==> config.mk <==
export PLATFORM = sky130hd
export DESIGN_NAME = lfsr_prng_stream
export DESIGN_NICKNAME = d
export VERILOG_FILES = /design/src/rtl/lfsr_prng_stream.sv
export SDC_FILE = /design/constraint.sdc
export NUM_CORES = 1
export LEC_CHECK = 0
export CAP_MARGIN = 20
export CORE_UTILIZATION = 45
export DETAILED_ROUTE_END_ITERATION = 12
export PLACE_DENSITY = 0.82
export SYNTH_ARGS = -nofsm -noshare
export SYNTH_HDL_FRONTEND = slang
export SYNTH_SLANG_ARGS = --single-unit
==> constraint.sdc <==
create_clock -name clk -period 1.8 [get_ports clk]
set_clock_uncertainty 0.15 [all_clocks]
set_input_delay 0.27 -clock clk [delete_from_list [all_inputs] [get_ports clk]]
set_output_delay 0.27 -clock clk [all_outputs]
set_load 0.1 [all_outputs]
==> src/rtl/lfsr_prng_stream.sv <==
`default_nettype none
// ============================================================================
// Module   : lfsr_prng_stream
// Purpose  : Fibonacci LFSR word generator with programmable taps, seed load,
//            zero-seed lockup protection and a valid/ready output stream.
//            Optional wrap detector enabled by macro LFSR_WRAP_DET_EN.
// Revision : 1.0 - initial release
// ============================================================================
module lfsr_prng_stream #(
  parameter int unsigned       WIDTH = 16,
  parameter int unsigned       OUT_W = 8,
  parameter logic [WIDTH-1:0]  TAPS  = 16'hB400,
  parameter logic [WIDTH-1:0]  INIT  = 16'h0001
) (
  input  logic             clk,
  input  logic             rst_n,
  input  logic             en,
  input  logic             seed_load,
  input  logic [WIDTH-1:0] seed,
  output logic             out_valid,
  input  logic             out_ready,
  output logic [OUT_W-1:0] out_data,
  output logic             lockup,
  output logic             wrap
);

  localparam int unsigned      CNT_W    = $clog2(OUT_W + 1);
  localparam logic [CNT_W-1:0] C_LAST   = CNT_W'(OUT_W - 1);

  typedef enum logic [0:0] {
    FILL = 1'b0,
    HOLD = 1'b1
  } fsm_t;

  fsm_t             r_fsm;
  logic [WIDTH-1:0] r_lfsr;
  logic [CNT_W-1:0] r_cnt;

  logic             w_fb;
  logic [WIDTH-1:0] w_next;
  logic             w_seed_zero;
  logic [WIDTH-1:0] w_seed_val;

  assign w_fb        = ^(r_lfsr & TAPS);
  assign w_next      = {r_lfsr[WIDTH-2:0], w_fb};
  assign w_seed_zero = (seed == '0);
  // A zero seed would freeze the LFSR forever, so INIT stands in for it.
  assign w_seed_val  = w_seed_zero ? INIT : seed;

  always_ff @(posedge clk or negedge rst_n) begin
    if (!rst_n) begin
      r_fsm     <= FILL;
      r_lfsr    <= INIT;
      r_cnt     <= '0;
      out_valid <= 1'b0;
      out_data  <= '0;
      lockup    <= 1'b0;
    end else begin
      lockup <= seed_load & w_seed_zero;
      if (seed_load) begin
        // Seed load wins over everything; a word handshaking this cycle is
        // still consumed by the consumer, any other held word is dropped.
        r_lfsr    <= w_seed_val;
        r_cnt     <= '0;
        r_fsm     <= FILL;
        out_valid <= 1'b0;
      end else begin
        case (r_fsm)
          FILL: begin
            if (en) begin
              r_lfsr <= w_next;
              if (r_cnt == C_LAST) begin
                out_data  <= w_next[OUT_W-1:0];
                out_valid <= 1'b1;
                r_cnt     <= '0;
                r_fsm     <= HOLD;
              end else begin
                r_cnt <= r_cnt + 1'b1;
              end
            end
          end
          HOLD: begin
            if (out_ready) begin
              out_valid <= 1'b0;
              r_fsm     <= FILL;
            end
          end
          default: r_fsm <= FILL;
        endcase
      end
    end
  end

`ifdef LFSR_WRAP_DET_EN
  logic [WIDTH-1:0] r_ref;
  logic             w_step;

  assign w_step = !seed_load && (r_fsm == FILL) && en;

  always_ff @(posedge clk or negedge rst_n) begin
    if (!rst_n) begin
      r_ref <= INIT;
      wrap  <= 1'b0;
    end else begin
      wrap <= w_step && (w_next == r_ref);
      if (seed_load) begin
        r_ref <= w_seed_val;
      end
    end
  end
`else
  assign wrap = 1'b0;
`endif

endmodule
`default_nettype wire

==> results of run 1 <==
==> layout make-up <==
cell class / count / area (µm²) / area share
Multi-Input combinational cell: 89 / 613 / 0.313
Timing Repair Buffer: 36 / 458 / 0.234
Clock inverter: 1 / 5.00 / 0.00256
Inverter: 1 / 3.75 / 0.00192
Sequential cell: 31 / 777 / 0.397
Tap cell: 44 / 55.1 / 0.0281
Clock buffer: 7 / 45.0 / 0.0230
==> synth_stat cells (2+ instances only) <==
| cell | count |
|---|---|
| a21oi_1 | 3 |
| buf_4 | 4 |
| clkbuf_1 | 3 |
| dfrtp_1 | 30 |
| mux2_2 | 7 |
| mux2i_1 | 16 |
| nand2_1 | 17 |
| nand2b_1 | 2 |
| nand4_1 | 2 |
| nor2_1 | 7 |
| nor2b_1 | 2 |
| nor4_1 | 3 |
| o21ai_0 | 16 |
| xnor2_1 | 3 |
==> where the power goes <==
part	total [mW]	leakage, nW	switching (mW)	internal (mW)
clock	0.372	0.0293	0.220	0.152
combinational	0.216	0.478	0.105	0.111
sequential	0.776	0.400	0.0344	0.742
total	1.36	0.907	0.360	1.00
==> metal layers <==
layer  vias up  GRT usage
met4         0     0.0850
met1       496      0.232
met3         4     0.0725
met2        27      0.305
li1        519          -
met5         -          0
==> worst max-delay path, cell delays in order (launching register included) <==
cell,delay [ns]
dfrtp_1,0.42
ha_1,0.24
and3b_1,0.25
nand3b_4,0.17
mux2_2,0.34
==> kinds of logic (layout without fill, tap and decap cells) <==
group,count (synthesis),in the layout,share of synthesized area
multiplexers,23,23,0.167
other,1,1,0.00262
adder cells (fa/ha/maj),1,1,0.00874
AO/OA/AOI/OAI,22,22,0.0839
buffers and inverters,9,45,0.0350
XOR/XNOR,4,4,0.0245
AND/OR/NAND/NOR,38,38,0.135
flip-flops,31,31,0.543
==> worst max path at each step <==
stage / cells after the start / endpoint / from
2_1_floorplan: 4 / out_data[1]$_DFFE_PN0P_ / r_cnt[0]$_DFFE_PN0P_
3_3_place_gp: 4 / out_data[4]$_DFFE_PN0P_ / en
3_5_place_dp: 4 / out_data[4]$_DFFE_PN0P_ / en
4_1_cts: 4 / out_data[4]$_DFFE_PN0P_ / r_cnt[0]$_DFFE_PN0P_
5_1_grt: 4 / out_data[6]$_DFFE_PN0P_ / r_cnt[0]$_DFFE_PN0P_
6_report: 4 / out_data[1]$_DFFE_PN0P_ / r_cnt[0]$_DFFE_PN0P_
==> registers in the layout, summed over array words and instances (netlist names) <==
signal	count
out_valid	1
r_fsm	1
r_cnt	4
r_lfsr	16
out_data	8
lockup	1
==> stage by stage <==
stage | hold WS [ns] | util | total power, mW | cells
4_1_cts | 0.164 | 0.643 | 1.39 | 209
3_5_place_dp | 0.370 | 0.627 | 1.01 | 201
5_1_grt | 0.186 | 0.646 | 1.45 | 209
3_3_place_gp | 0.368 | 0.627 | 0.997 | 201
6_report | 0.176 | 0.646 | 1.36 | 209
2_1_floorplan | -0.176 | - | 0.906 | 129
==> what timing repair did <==
action | in CTS | in global routing
hold endpoints to repair | 0 | 0
setup endpoints to repair | 0 | 7
resized for setup | 0 | 1
==> impl_metrics.env, run 1 <==
export IMPL_ios=32
export IMPL_most_common_layout_cells="dfrtp_1 (30), clkdlybuf4s50_1 (20), nand2_1 (17)"
export IMPL_fillers=236
export IMPL_post_cts_repair_setup_buffers=0
export IMPL_wl_mm=2.82
export IMPL_n_antenna_cell=0
export IMPL_finalInstanceArea_um2=1960
export IMPL_synth_edff_count=0
export IMPL_status="complete, no violations"
export IMPL_max_freq_mhz=594
export IMPL_crit_type="register to register"
export IMPL_ys_types=28
export IMPL_firstDrtPassIters=4
export IMPL_ant_nets=0
export IMPL_ys_flop_type="dfrtp_1"
export IMPL_hpwl_mm=2.13
export IMPL_critPathMaxFanout=10
export IMPL_wl_met2_mm=1.42
export IMPL_r2r_cells=4
export IMPL_hp_class="input port to asynchronous set/reset pin"
export IMPL_synth_seq_cells=31
export IMPL_power_leakage_nw=0.907
export IMPL_arrival_ns=1.75
export IMPL_cts_tree="built"
export IMPL_ctsHoldBuffers=0
export IMPL_dr_wl_met3_um=131
export IMPL_pre_cts_ws_ns=-0.140
export IMPL_clockBufferDepth=2
export IMPL_drt_iter0_markers=40
export IMPL_area_growth_pct=36.7
export IMPL_crit_path_end_kind="register"
export IMPL_startpoint_type="register"
export IMPL_antenna_found_initial=0
export IMPL_slew_violations=0
export IMPL_core_um2=3030
export IMPL_fp_dieH_um=58.4
export IMPL_finalCritPeriodShare=0.935
export IMPL_clock_sinks=31
export IMPL_pwr_density_cell_nw_per_um2=697
export IMPL_ys_top_cells_by_area="dfrtp_1 (52%), mux2i_1 (11%), o21ai_0 (5.6%), mux2_2 (5.5%), nand2_1 (4.5%)"
export IMPL_yosys_warnings=0
export IMPL_grt_max_degree=32
export IMPL_clk_pin_slew_ns=0.09
export IMPL_fin_crit_ns=1.68
export IMPL_wl_met1_mm=1.22
export IMPL_drc=0
export IMPL_r2r_end="out_data[1]$_DFFE_PN0P_"
export IMPL_routedWlPerCell_um=13.5
export IMPL_ys_async_sr_fraction=1.00
export IMPL_place_area_um2=1900
export IMPL_clkLatencyLatePin_ns=0.32
export IMPL_start_util=0.473
export IMPL_setup_viol=0
export IMPL_fin_ws_ns=0.117
export IMPL_die_area_um2=3410
export IMPL_synth_area_um2=1430
export IMPL_synth_avg_cell_area_um2=11.1
export IMPL_worstReg2RegStart="r_cnt[0]$_DFFE_PN0P_"
export IMPL_place_congestion=0.783
export IMPL_cts_root_buf="clkbuf_4"
export IMPL_grt_setup_unrepaired="no"
export IMPL_maxCapViolCount=0
export IMPL_critPathRequiredTime_ns=1.86
export IMPL_gr_total_overflow=0
export IMPL_grt_first_pass_wirelength_mm=4.66
export IMPL_ctsHtreeMaxLevel=2
export IMPL_final_common_cell="dfrtp_1"
export IMPL_gr_usage_all_layers=0.191
export IMPL_fin_setup_tns_ns=0
export IMPL_peakVddDrop_v=0.000481
export IMPL_grt_pass1_vias=1039
export IMPL_die_x_um=58.4
export IMPL_hold_viol=0
export IMPL_portBuffers=30
export IMPL_vias_per_cell=5.00
export IMPL_top_layer_used="met4"
export IMPL_drive_above_1_share=0.200
export IMPL_nets=186
export IMPL_vias=1046
export IMPL_rows=20
export IMPL_rrSetupSlack_ns=0.12
export IMPL_yosysTopAreaCellShare=0.524
export IMPL_synthesis_nets=151
export IMPL_yosysSeqAreaShare=0.543
export IMPL_syn_inst=129
export IMPL_cts_buffers=5
export IMPL_synth_largest_area_cell="dfrtp_1"
Note: power is estimated with default switching activity, not from simulation.
==> run 2, diff against run 1 <==
--- a/config.mk
+++ b/config.mk
@@ -6,9 +6,11 @@
 export NUM_CORES = 1
 export LEC_CHECK = 0
 export CAP_MARGIN = 20
-export CORE_UTILIZATION = 45
+export CELL_PAD_IN_SITES_DETAIL_PLACEMENT = 2
+export CELL_PAD_IN_SITES_GLOBAL_PLACEMENT = 2
+export CORE_UTILIZATION = 31
 export DETAILED_ROUTE_END_ITERATION = 12
-export PLACE_DENSITY = 0.82
+export PLACE_DENSITY = 0.86
 export SYNTH_ARGS = -nofsm -noshare
 export SYNTH_HDL_FRONTEND = slang
 export SYNTH_SLANG_ARGS = --single-unit
==> constraint.sdc (replaced) <==
create_clock -name clk -period 1.8 [get_ports clk]
set_clock_uncertainty 0.15 [all_clocks]
set_input_delay 0.18 -clock clk [delete_from_list [all_inputs] [get_ports clk]]
set_output_delay 0.18 -clock clk [all_outputs]
set_load 0.1 [all_outputs]
==> run 2 against run 1 <==
Core utilization shrank 18 points. Register-to-register slack worse by 0.02 ns. Flip-flop and latch count unchanged. Non-clock buffer count up 3. First-iteration DRC count unchanged. Sequential share of layout area shrank 1.6 points. Combinational power increased by 7%. Hold slack lost 0.034 ns. Critical path type unchanged. Critical endpoint is now out_data[3]$_DFFE_PN0P_. Largest cell class unchanged.
==> impl_metrics.env, run 2 (synthesis results as in run 1) <==
export IMPL_drc=0
export IMPL_utilization=0.465
export IMPL_max_freq_mhz=586
export IMPL_top_register="r_lfsr"
export IMPL_portBuffers=30
export IMPL_maxCapViolCount=0
export IMPL_wl_mm=3.94
export IMPL_peakVddDrop_v=0.000340
export IMPL_slew_violations=0
export IMPL_cts_tree="built"
export IMPL_die_x_um=70.0
export IMPL_grt_max_degree=38
export IMPL_power_leakage_nw=0.945
export IMPL_clock_sinks=31
export IMPL_arrival_ns=1.72
export IMPL_hp_class="input port to asynchronous set/reset pin"
export IMPL_setup_viol=0
export IMPL_firstDrtPassIters=4
export IMPL_fin_setup_tns_ns=0
export IMPL_routedWlPerCell_um=17.9
export IMPL_die_area_um2=4890
export IMPL_vias_per_cell=5.05
export IMPL_hpwl_mm=2.79
export IMPL_gr_total_overflow=0
export IMPL_pre_cts_ws_ns=-0.0922
export IMPL_fp_dieH_um=70.0
export IMPL_cts_root_buf="clkbuf_8"
export IMPL_clk_pin_slew_ns=0.07
export IMPL_largest_reg_flops=16
export IMPL_finalInstanceArea_um2=2040
export IMPL_nets=189
export IMPL_clockBufferDepth=2
export IMPL_fillers=434
export IMPL_grt_first_pass_wirelength_mm=6.56
export IMPL_finalPower_mw=1.62
export IMPL_gr_usage_all_layers=0.177
export IMPL_ctsHoldBuffers=0
export IMPL_critPathMaxFanout=10
export IMPL_clkLatencyLatePin_ns=0.28
export IMPL_status="complete, no violations"
export IMPL_area_growth_pct=42.5
export IMPL_antenna_found_initial=0
export IMPL_place_congestion=0.748
export IMPL_rows=24
export IMPL_crit_type="register to register"
export IMPL_ios=32
export IMPL_top_regs="r_lfsr x16, out_data x8, r_cnt x4"
export IMPL_hold_viol=0
export IMPL_core_um2=4380
export IMPL_grt_setup_unrepaired="no"
export IMPL_cts_buffers=5
export IMPL_fin_crit_ns=1.71
export IMPL_ctsHtreeMaxLevel=2
export IMPL_drt_iter0_markers=40
export IMPL_startpoint_type="register"
export IMPL_final_common_cell="dfrtp_1"
export IMPL_drive_above_1_share=0.220
export IMPL_crit_path_end_kind="register"
export IMPL_most_common_layout_cells="dfrtp_1 (30), clkdlybuf4s50_1 (20), nand2_1 (17)"
export IMPL_critPathRequiredTime_ns=1.82
export IMPL_ant_nets=0
export IMPL_place_area_um2=1930
export IMPL_vias=1110
export IMPL_grt_pass1_vias=1302
export IMPL_start_util=0.326
export IMPL_n_antenna_cell=0
export IMPL_pwr_density_cell_nw_per_um2=796
export IMPL_finalCritPeriodShare=0.948
export IMPL_fin_ws_ns=0.0929
[run 2: layout make-up]
class | instances | area [µm²] | area share
clock buffer | 8 | 100 | 0.0491
sequential | 31 | 777 | 0.381
inverter | 1 | 3.75 | 0.00184
timing repair buffer | 39 | 480 | 0.236
multi-input combinational | 89 | 613 | 0.301
tap | 52 | 65.1 | 0.0319
[run 2: routing by layer]
| layer | routed length (µm) | track usage | vias up | share of wire |
|---|---|---|---|---|
| li1 | - | - | 522 | - |
| met1 | 1680 | 0.200 | 558 | 0.43 |
| met2 | 2060 | 0.319 | 23 | 0.52 |
| met3 | 123 | 0.0390 | 7 | 0.031 |
| met4 | 71 | 0.0733 | 0 | 0.018 |
| met5 | 0 | 0 | - | 0 |
[run 2: report_power, final]
part	internal [mW]	leakage (nW)	switching (mW)
logic	0.114	0.493	0.117
registers	0.743	0.400	0.0401
clock network	0.349	0.0515	0.259
total	1.21	0.945	0.416
[run 2: critical path, cell delays in order, from the launching register on]
cell and delay [ns]:
dfrtp_1 0.41, ha_1 0.24, and3b_1 0.25, nand3b_4 0.17
mux2_2 0.36
[run 2: what timing repair did]
item / 4_1_cts / 5_1_grt
setup endpoints to repair: 0 / 7
gates resized for setup: 0 / 1
setup buffers: 0 / 0
[run 2: worst paths after layout]
check	endpoint	slack [ns]	cells past startpoint	startpoint
min reg2reg	out_data[6]$_DFFE_PN0P_	0.42	1	r_lfsr[5]$_DFFE_PN0P_
min in group clk	r_lfsr[7]$_DFFE_PN0P_	0.34	3	seed[7]
max	out_data[3]$_DFFE_PN0P_	0.09	4	r_cnt[0]$_DFFE_PN0P_
max reg2reg	out_data[3]$_DFFE_PN0P_	0.09	4	r_cnt[0]$_DFFE_PN0P_
min	out_data[4]$_DFFE_PN0P_	0.14	2	rst_n
max in group asynchronous	r_lfsr[0]$_DFFE_PN1P_	1.03	2	rst_n
[run 2: per-stage QoR]
| stage | hold slack [ns] | cells |
|---|---|---|
| floorplan | -0.266 | 129 |
| global placement | 0.369 | 212 |
| detailed placement | 0.383 | 212 |
| CTS | 0.159 | 220 |
| global route | 0.189 | 220 |
| finish | 0.141 | 220 |
==> RTL change: new RTL, config.mk and constraints of run 1 <==
The parameter `OUT_W` goes from 8 to 16.
--- a/src/rtl/lfsr_prng_stream.sv
+++ b/src/rtl/lfsr_prng_stream.sv
@@ -9,5 +9,5 @@
 module lfsr_prng_stream #(
   parameter int unsigned       WIDTH = 16,
-  parameter int unsigned       OUT_W = 8,
+  parameter int unsigned       OUT_W = 16,
   parameter logic [WIDTH-1:0]  TAPS  = 16'hB400,
   parameter logic [WIDTH-1:0]  INIT  = 16'h0001
Ports: changed (resized out_data); port bits go from 32 to 40. No check against the original RTL was run, so the function may have changed too.
==> RTL change against run 1 <==
Wire length is 47% higher. Critical path depth is 1 higher. Core utilization is 6.2 points higher. Worst setup slack worse by 0.058 ns. First-iteration DRC count stayed put. Cell area is 36% higher. Cell count is 22% higher. Sequential cell count is 9 higher. Area after synthesis is 28% higher. Total power is 36% higher. Count of clock-buffer cells in the layout is 1 lower. Critical endpoint is now out_data[4]$_DFFE_PN0P_. Largest power group unchanged.
==> RTL change: results (changes against run 1) <==
The global-route total usage across every layer is 22.16% (+3.0 points). The net count after synthesis came out at 176 (+17%). The average wire length per cell after detail routing was 16.29 um (+21%). The clock network latency to the later pin of the worst-skew pair is 0.30 ns (-0.02 ns).

The highest layer touched by signal routing is met4. The via count is 1336 (+28%). The global-route wire length before repair is 6.934 mm (+49%). The detailed route wirelength on metal3 came to 212 um (+62%).

The maximum VDD drop came out at 0.0005250 V (+9.1%). The detailed-routed wire length on met2 is 2.106 mm (+49%). The root buffer cell chosen for the clock tree is clkbuf_8.

The via count of the first global-routing pass is 1467 (+41%). The final net count is 228 (+23%). The count of input and output buffers is 38 (+27%).

The synthesized instance count came out at 154 (+19%). In this design, the largest share of critical-path delay is due to flip-flops. The half-perimeter wire length of the detailed placement result came to 3.133 mm (+47%). The flow ran to the end, and the final reports show no timing, DRC or antenna violations. The largest registers in the layout are out_data x16, r_lfsr x16, r_cnt x5. The largest fanout on the critical path is 7 (-3). The share of synthesized area occupied by flip-flops and latches is 54.68% (+0.39 points). The setup slack at placement is -0.3030 ns (-0.1634 ns). The final cell count without fillers is 255 (+22%).

The total placed cells including tap cells was 246 (+22%). Sorting the synthesized cells by how often they occur yields dfrtp_1, nand2_1, o21ai_0. The proportion of layout cells with a drive suffix above 1 came out at 32.37% (+12 points). The data arrival time of the critical path is 1.77 ns (+0.02 ns).

The power spent charging and discharging nets is 0.4814 mW (+34%). The number of distinct standard cells referenced by the synthesized netlist came out at 35 (+25%). The sum of routed wire segments on met1 is 1.765 mm (+44%). The routability congestion estimate is 0.8498 (+8.5%).
==> RTL change: cell count changes after synthesis, moves of 2 or more <==
| cell | delta |
|---|---|
| mux2i_1 | -2 |
| dfrtp_1 | +9 |
| a31oi_1 | +2 |
| nand2_1 | +3 |
| a21oi_1 | +2 |
| buf_2 | +3 |
| mux2_4 | +7 |
| buf_4 | -3 |
==> RTL change: per-stage QoR <==
stage          hold slack, ns  setup TNS (ns)
6_report               0.3080               0
5_1_grt                0.3546        -0.01063
4_1_cts                0.3257               0
3_5_place_dp           0.1070          -3.487
3_3_place_gp          0.09846          -2.668
2_1_floorplan         -0.1756         -0.1480
==> RTL change: worst paths after layout <==
kind / from / endpoint / slack (ns) / cells after the start
max: r_cnt[1]$_DFFE_PN0P_ / out_data[4]$_DFFE_PN0P_ / 0.06 / 5
min: rst_n / out_data[5]$_DFFE_PN0P_ / 0.31 / 2
max reg2reg: r_cnt[1]$_DFFE_PN0P_ / out_data[4]$_DFFE_PN0P_ / 0.06 / 5
min reg2reg: r_lfsr[0]$_DFFE_PN1P_ / r_lfsr[1]$_DFFE_PN0P_ / 0.39 / 2
max in group asynchronous: rst_n / r_cnt[1]$_DFFE_PN0P_ / 0.70 / 3
min in group clk: r_lfsr[0]$_DFFE_PN1P_ / r_lfsr[1]$_DFFE_PN0P_ / 0.39 / 2
==> RTL change: kinds of logic after synthesis <==
group | count (synthesis) | share of synthesized area [%]
AND/OR/NAND/NOR | 41 | 12.22
flip-flops | 40 | 54.68
multiplexers | 29 | 18.29
AO/OA/AOI/OAI | 26 | 8.055
buffers and inverters | 12 | 3.959
XOR/XNOR | 4 | 1.912
adder cells (fa/ha/maj) | 1 | 0.6825
other | 1 | 0.2046
==> RTL change: layer usage <==
layer | up-vias | GRT usage, %
met5 | - | 0
met4 | 0 | 9.783
met3 | 7 | 6.724
met2 | 43 | 37.76
met1 | 649 | 25.43
li1 | 637 | -
==> RTL change: cell type report <==
class / instances / area, um^2
fillers: 259 / 1101
flip-flops and latches: 40 / 1003
multi-input cells: 102 / 783.3
repair buffers: 55 / 723.2
clock buffers: 6 / 82.58
well taps: 48 / 60.06
clock inverters: 2 / 10.01
inverters: 2 / 7.507
==> RTL change: what timing repair did <==
| item | CTS | global route |
|---|---|---|
| hold buffers | 1 | 0 |
| gates cloned | 0 | 0 |
| gates resized for setup | 1 | 2 |
| setup endpoints to repair | 1 | 16 |
| endpoints found under the hold margin | 19 | 0 |
| pin swaps | 0 | 1 |
==> RTL change: power by group through the flow <==
stage	Combinational, mW	Clock (mW)	Sequential, mW
2_1_floorplan	0.123	0	0.999
3_3_place_gp	0.235	0	0.999
3_5_place_dp	0.248	0	1.00
4_1_cts	0.252	0.624	0.987
5_1_grt	0.275	0.665	0.992
6_report	0.251	0.617	0.987
